File: config.mk
export PLATFORM = sky130hd
export DESIGN_NAME = hazard_scoreboard
export DESIGN_NICKNAME = d
export VERILOG_FILES = /design/src/rtl/hazard_scoreboard_pkg.sv /design/src/rtl/hazard_scoreboard_sat_counter.sv /design/src/rtl/hazard_scoreboard.sv
export SDC_FILE = /design/constraint.sdc
export NUM_CORES = 1
export LEC_CHECK = 0
export CAP_MARGIN = 25
export CORE_MARGIN = 3
export CORE_UTILIZATION = 43
export DETAILED_ROUTE_END_ITERATION = 12
export GPL_TIMING_DRIVEN = 1
export PLACE_DENSITY = 0.9
export RECOVER_POWER = 25
export SLEW_MARGIN = 20
export SYNTH_ARGS = -nofsm -noshare
export SYNTH_HDL_FRONTEND = slang
export SYNTH_SLANG_ARGS = --single-unit
File: constraint.sdc
create_clock -name clk -period 6.55 [get_ports clk]
set_clock_uncertainty 0.15 [all_clocks]
set_input_delay 1.31 -clock clk [delete_from_list [all_inputs] [get_ports clk]]
set_output_delay 1.31 -clock clk [all_outputs]
set_load 0.02 [all_outputs]
File: src/rtl/hazard_scoreboard_pkg.sv
// Shared types and helpers for the hazard/forwarding scoreboard.
// The rd field is sized for the widest supported register index and zero-extended on entry.
package hazard_pkg;

  localparam int SB_RD_W = 8;
  localparam int SEL_RF  = 0;

  typedef struct packed {
    logic               valid;
    logic [SB_RD_W-1:0] rd;
    logic               wer;
    logic               is_load;
  } sb_entry_t;

  function automatic int sel_w(input int depth);
    return $clog2(depth + 1);
  endfunction

endpackage

File: src/rtl/hazard_scoreboard_sat_counter.sv
// Saturating up-counter used for the hazard unit performance statistics.
module sat_counter #(
  parameter int W = 32
) (
  input  logic         clk,
  input  logic         reset,
  input  logic         inc,
  output logic [W-1:0] count
);

  logic [W-1:0] r_count;

  always_ff @(posedge clk or negedge reset) begin
    if (!reset) begin
      r_count <= '0;
    end else if (inc && (r_count != {W{1'b1}})) begin
      r_count <= r_count + W'(1);
    end
  end

  assign count = r_count;

endmodule

File: src/rtl/hazard_scoreboard.sv
// Hazard, forwarding and load-use interlock unit for the in-order pipeline.
// A shift-register scoreboard tracks in-flight writes; entry 0 is the stage right after decode.
module hazard_scoreboard
  import hazard_pkg::*;
#(
  parameter int XLEN     = 32,
  parameter int REG_AW   = 5,
  parameter int DEPTH    = 3,
  parameter int LOAD_LAT = 1,
  parameter int FWD_EN   = 1,
  parameter int CNT_W    = 32
) (
  input  logic                      clk,
  input  logic                      reset,
  input  logic                      id_valid,
  input  logic [REG_AW-1:0]         id_rs1,
  input  logic [REG_AW-1:0]         id_rs2,
  input  logic                      id_uses_rs2,
  input  logic [REG_AW-1:0]         id_rd,
  input  logic                      id_wer,
  input  logic                      id_is_load,
  input  logic [XLEN-1:0]           rf_rv1,
  input  logic [XLEN-1:0]           rf_rv2,
  input  logic [DEPTH*XLEN-1:0]     stage_data,
  input  logic                      flush,
  output logic [XLEN-1:0]           fwd_rv1,
  output logic [XLEN-1:0]           fwd_rv2,
  output logic [sel_w(DEPTH)-1:0]   fwd_sel1,
  output logic [sel_w(DEPTH)-1:0]   fwd_sel2,
  output logic                      stall,
  output logic [CNT_W-1:0]          stall_cnt,
  output logic [CNT_W-1:0]          flush_cnt,
  output logic [CNT_W-1:0]          fwd_cnt
);

  localparam int SW = sel_w(DEPTH);

  sb_entry_t         r_sb [DEPTH];
  sb_entry_t         w_new;
  logic [XLEN-1:0]   w_stage [DEPTH];
  logic [REG_AW-1:0] w_src [2];
  logic              w_src_en [2];
  logic [XLEN-1:0]   w_rf [2];
  logic              w_stall;
  logic              w_accept;
  logic              w_any_fwd;

  genvar k, s;

  for (k = 0; k < DEPTH; k++) begin : g_stage
    assign w_stage[k] = stage_data[k*XLEN +: XLEN];
  end

  assign w_src[0]    = id_rs1;
  assign w_src[1]    = id_rs2;
  assign w_src_en[0] = 1'b1;
  assign w_src_en[1] = id_uses_rs2;
  assign w_rf[0]     = rf_rv1;
  assign w_rf[1]     = rf_rv2;

  // Per source: scan oldest to youngest so the lowest-index match overwrites any older one.
  for (s = 0; s < 2; s++) begin : g_src
    logic            w_found;
    int              w_idx;
    logic            w_ready;
    logic [SW-1:0]   w_sel;
    logic            w_hazard;
    logic [XLEN-1:0] w_data;

    always_comb begin
      w_found = 1'b0;
      w_idx   = 0;
      for (int j = DEPTH - 1; j >= 0; j--) begin
        if (r_sb[j].valid && r_sb[j].wer && w_src_en[s] &&
            (w_src[s] != '0) && (r_sb[j].rd == SB_RD_W'(w_src[s]))) begin
          w_found = 1'b1;
          w_idx   = j;
        end
      end
    end

    assign w_ready = !r_sb[w_idx].is_load || (w_idx >= LOAD_LAT);

    always_comb begin
      w_sel    = SW'(SEL_RF);
      w_hazard = 1'b0;
      if (w_found) begin
        if ((FWD_EN != 0) && w_ready) begin
          w_sel = SW'(w_idx + 1);
        end else begin
          w_hazard = 1'b1;
        end
      end
    end

    assign w_data = (w_sel == SW'(SEL_RF)) ? w_rf[s] : w_stage[w_idx];
  end

  assign fwd_sel1 = g_src[0].w_sel;
  assign fwd_sel2 = g_src[1].w_sel;
  assign fwd_rv1  = g_src[0].w_data;
  assign fwd_rv2  = g_src[1].w_data;

  // A flush kills the decode instruction, so it never needs to wait.
  assign w_stall   = id_valid && (g_src[0].w_hazard || g_src[1].w_hazard) && !flush;
  assign w_accept  = id_valid && !w_stall && !flush;
  assign w_any_fwd = w_accept && ((fwd_sel1 != SW'(SEL_RF)) || (fwd_sel2 != SW'(SEL_RF)));
  assign stall     = w_stall;

  always_comb begin
    w_new = '0;
    if (w_accept) begin
      w_new.valid   = 1'b1;
      w_new.rd      = SB_RD_W'(id_rd);
      w_new.wer     = id_wer;
      w_new.is_load = id_is_load;
    end
  end

  always_ff @(posedge clk or negedge reset) begin
    if (!reset) begin
      for (int j = 0; j < DEPTH; j++) begin
        r_sb[j] <= '0;
      end
    end else begin
      r_sb[0] <= w_new;
      for (int j = 1; j < DEPTH; j++) begin
        r_sb[j] <= r_sb[j-1];
      end
    end
  end

  sat_counter #(.W(CNT_W)) u_stall_cnt (
    .clk   (clk),
    .reset (reset),
    .inc   (w_stall),
    .count (stall_cnt)
  );

  sat_counter #(.W(CNT_W)) u_flush_cnt (
    .clk   (clk),
    .reset (reset),
    .inc   (flush),
    .count (flush_cnt)
  );

  sat_counter #(.W(CNT_W)) u_fwd_cnt (
    .clk   (clk),
    .reset (reset),
    .inc   (w_any_fwd),
    .count (fwd_cnt)
  );

endmodule
==> impl_metrics.json <==
{
  "status": "finished with violations",
  "violations": "max-capacitance violations, max-slew violations",
  "critPathSlowestCell": "clkdlybuf4s50_1",
  "min_period_ps": 6360,
  "setup_viol": 0,
  "rsz0062_at_grt": "no",
  "p_clk_share_pct": 45.2,
  "endpoint_kind": "output port",
  "hold_buffers": 0,
  "grt_antenna_before_repair": 6,
  "final_nets": 1449,
  "cts_sinks": 120,
  "postCtsSetupRepairBufs": 0,
  "synth_top_area_cell": "dfrtp_1",
  "dieHeight_um": 142,
  "slew_headroom_pct": -74.4,
  "postSynthNetCount": 1117,
  "synthCells": 931,
  "rr_startpoint": "r_sb[3]$_DFF_PN0_",
  "p_per_area_nw_per_um2": 179,
  "start_util_pct": 44.8,
  "comb_power_share_pct": 18.2,
  "synth_edf_count": 0,
  "p_int_w": 0.00163,
  "grt_pass1_vias": 8385,
  "cts_max_level": 4,
  "via_per_inst": 5.61,
  "cp.required_ps": 5090,
  "worstSetupStartpointType": "input pin",
  "grtUsageTotal_pct": 28.8,
  "grt_first_pass_wirelength_um": 45700,
  "layout_common_cells": "318 x clkdlybuf4s50_1, 134 x nand2_1, 120 x dfrtp_1",
  "drtAntennaViolNets": 0,
  "synth_top_area_share_pct": 38.0,
  "area_growth_syn_to_layout_pct": 56.0,
  "leakagePower_nw": 5.53,
  "crit_path_frequent_cell": "clkdlybuf4s50_1",
  "dieArea_um2": 20000,
  "drt-initial-drc-count": 561,
  "switching_share_pct": 26.1,
  "hpwlAfterDp_um": 22600,
  "power_frac_seq_pct": 36.5,
  "vias": 8450,
  "fin_crit_sh_pct": 97.1,
  "avgSynthCellArea_um2": 8.49,
  "setup_tns_ps": 0,
  "ys_seq_area_share_pct": 38.0,
  "timing.final.hold_violations": 0,
  "cap_violations": 2,
  "grt_overflow": 0,
  "synthFlopType": "dfrtp_1",
  "hp-class": "flip-flop to flip-flop",
  "clockBufferDepth": 2,
  "cts_made_buffers": 17,
  "io_buffers": 346,
  "drc": 0,
  "critPathMaxStageDelay_ps": 680,
  "cp.arrival_ps": 4900,
  "fmax_ghz": 0.157,
  "p_switching_w": 0.000575,
  "clockRootBuffer": "clkbuf_16",
  "crit_chain": "clkdlybuf4s50_1, or4_1, o211ai_2, nor2_1, nor3_2, inv_1, ha_1, o41ai_1, o31ai_1, a41o_2, o21ai_0, clkdlybuf4s50_1",
  "clk-insertion-delay-late_ps": 420,
  "avgRoutedWirePerCell_um": 19.9,
  "drive_gt1_share_pct": 5.73,
  "path_max_fanout": 15,
  "ys_types": 48,
  "worst_slew_pin_slew_ps": 2620,
  "core_area_um2": 17700,
  "drt-pass1-iter-count": 7,
  "pin_count": 347,
  "critPathKind": "input pin to output port",
  "grt_max_degree": 72,
  "ys_ff_latch": 120,
  "async_flop_share_pct": 100,
  "yosys_warnings": 0,
  "routed_wirelength_um": 30000,
  "cp-startpoint": "id_rs1[2]",
  "synth_area_leaders": "dfrtp_1 38%, xnor2_1 10%, mux2i_1 8.1%",
  "die_x_um": 142,
  "cts_tree": "yes",
  "num_rows": 48,
  "holdCritStartpoint": "r_sb[21]$_DFF_PN0_",
  "globalplace.congestion": 0.950,
  "slew_violations": 123,
  "syn-cell-area_um2": 7900,
  "final_common_cell": "clkdlybuf4s50_1",
  "whs_ps": 238,
  "clk_pin_slew_worst_paths_ps": 50,
  "peakVddDrop_mv": 0.233
}
## cells by family after synthesis
family / share of synthesized area (%)
buffers and inverters: 3.44
adder cells (fa/ha/maj): 0.633
multiplexers: 8.39
flip-flops: 38.0
AND/OR/NAND/NOR: 26.6
AO/OA/AOI/OAI: 9.47
XOR/XNOR: 13.5
## sequential cells by signal, summed over array words and instances, names as in the netlist
| signal | flops |
|---|---|
| r_sb | 24 |
| u_stall_cnt.count | 32 |
| u_flush_cnt.count | 32 |
| u_fwd_cnt.count | 32 |
## critical path: cells and delay by family
kind                     cells  cell delay, ps
AND/OR/NAND/NOR              3             980
AO/OA/AOI/OAI                5            1200
adder cells (fa/ha/maj)      1             170
buffers and inverters        3            1250
## cell usage after synthesis, types with 2 or more instances
| cell type | instances |
|---|---|
| clkbuf_1 | 38 |
| mux2i_1 | 64 |
| o41ai_1 | 2 |
| nor4_1 | 16 |
| ha_1 | 4 |
| or4_4 | 2 |
| or4_1 | 5 |
| nor4b_1 | 3 |
| and2_0 | 2 |
| dfrtp_1 | 120 |
| nor3b_1 | 9 |
| a31oi_1 | 2 |
| and3_1 | 20 |
| nor3_1 | 21 |
| nand2_1 | 135 |
| and2_1 | 17 |
| nand2b_1 | 4 |
| a21oi_1 | 33 |
| or3_1 | 3 |
| and4_1 | 8 |
| or2_2 | 2 |
| xor2_1 | 27 |
| nor4_2 | 5 |
| o21ai_1 | 3 |
| nand4_1 | 34 |
| buf_6 | 2 |
| o21ai_0 | 96 |
| inv_1 | 11 |
| nor2_1 | 54 |
| nand3_1 | 63 |
| nor2b_1 | 2 |
| nand3b_1 | 4 |
| buf_2 | 7 |
| xnor2_1 | 93 |
| buf_1 | 7 |
## per-layer routing
metal	global-route usage (%)	share of wire [%]	up-vias
met3	7.79	8.4	81
met1	35.4	39	4029
met4	12.1	3.7	2
met5	0	0.067	-
li1	-	-	3943
met2	47.8	49	395
## cell type report
type | count | area, um^2
clock buffer | 18 | 429
sequential | 120 | 3000
antenna | 7 | 17.5
tap | 225 | 282
clock inverter | 13 | 195
inverter | 12 | 45.0
multi-input combinational | 745 | 4660
fill | 1342 | 5330
timing repair buffer | 367 | 3700
## through the flow
stage                     power, W  instances  area, um^2  utilization, %  setup slack [ps]
after CTS                  0.00221       1500       12300            69.4              76.3
after detailed placement   0.00122       1469       11600            65.9              87.7
after global placement     0.00121       1469       11600            65.8               237
after floorplan           0.000962        931        7900               -               488
after global routing       0.00228       1504       12300            69.8              11.3
final                      0.00220       1507       12300            69.8               193
## final timing paths
kind / end / slack [ps] / depth (start not counted)
min reg2reg: r_sb[10]$_DFF_PN0_ / 240 / 0
min: r_sb[10]$_DFF_PN0_ / 240 / 0
min in group asynchronous: u_stall_cnt.count[0]$_DFFE_PN0P_ / 1560 / 1
max reg2reg: u_fwd_cnt.count[13]$_DFFE_PN0P_ / 2480 / 13
max: fwd_rv1[1] / 190 / 12
max in group asynchronous: u_flush_cnt.count[11]$_DFFE_PN0P_ / 1910 / 2
## timing repair
action / CTS / global route
setup endpoints to repair: 0 / 31
hold endpoints to repair: 0 / 0
gates resized for setup: 0 / 27
## power by group through the flow
| stage | Combinational (W) | Sequential (W) | Clock (W) |
|---|---|---|---|
| after detailed placement | 0.000402 | 0.000816 | 0 |
| final | 0.000401 | 0.000805 | 0.000997 |
| after global routing | 0.000433 | 0.000808 | 0.00104 |
| after CTS | 0.000406 | 0.000804 | 0.00100 |
| after global placement | 0.000393 | 0.000815 | 0 |
| after floorplan | 0.000128 | 0.000834 | 0 |
Power figures use the tool's default switching activity.
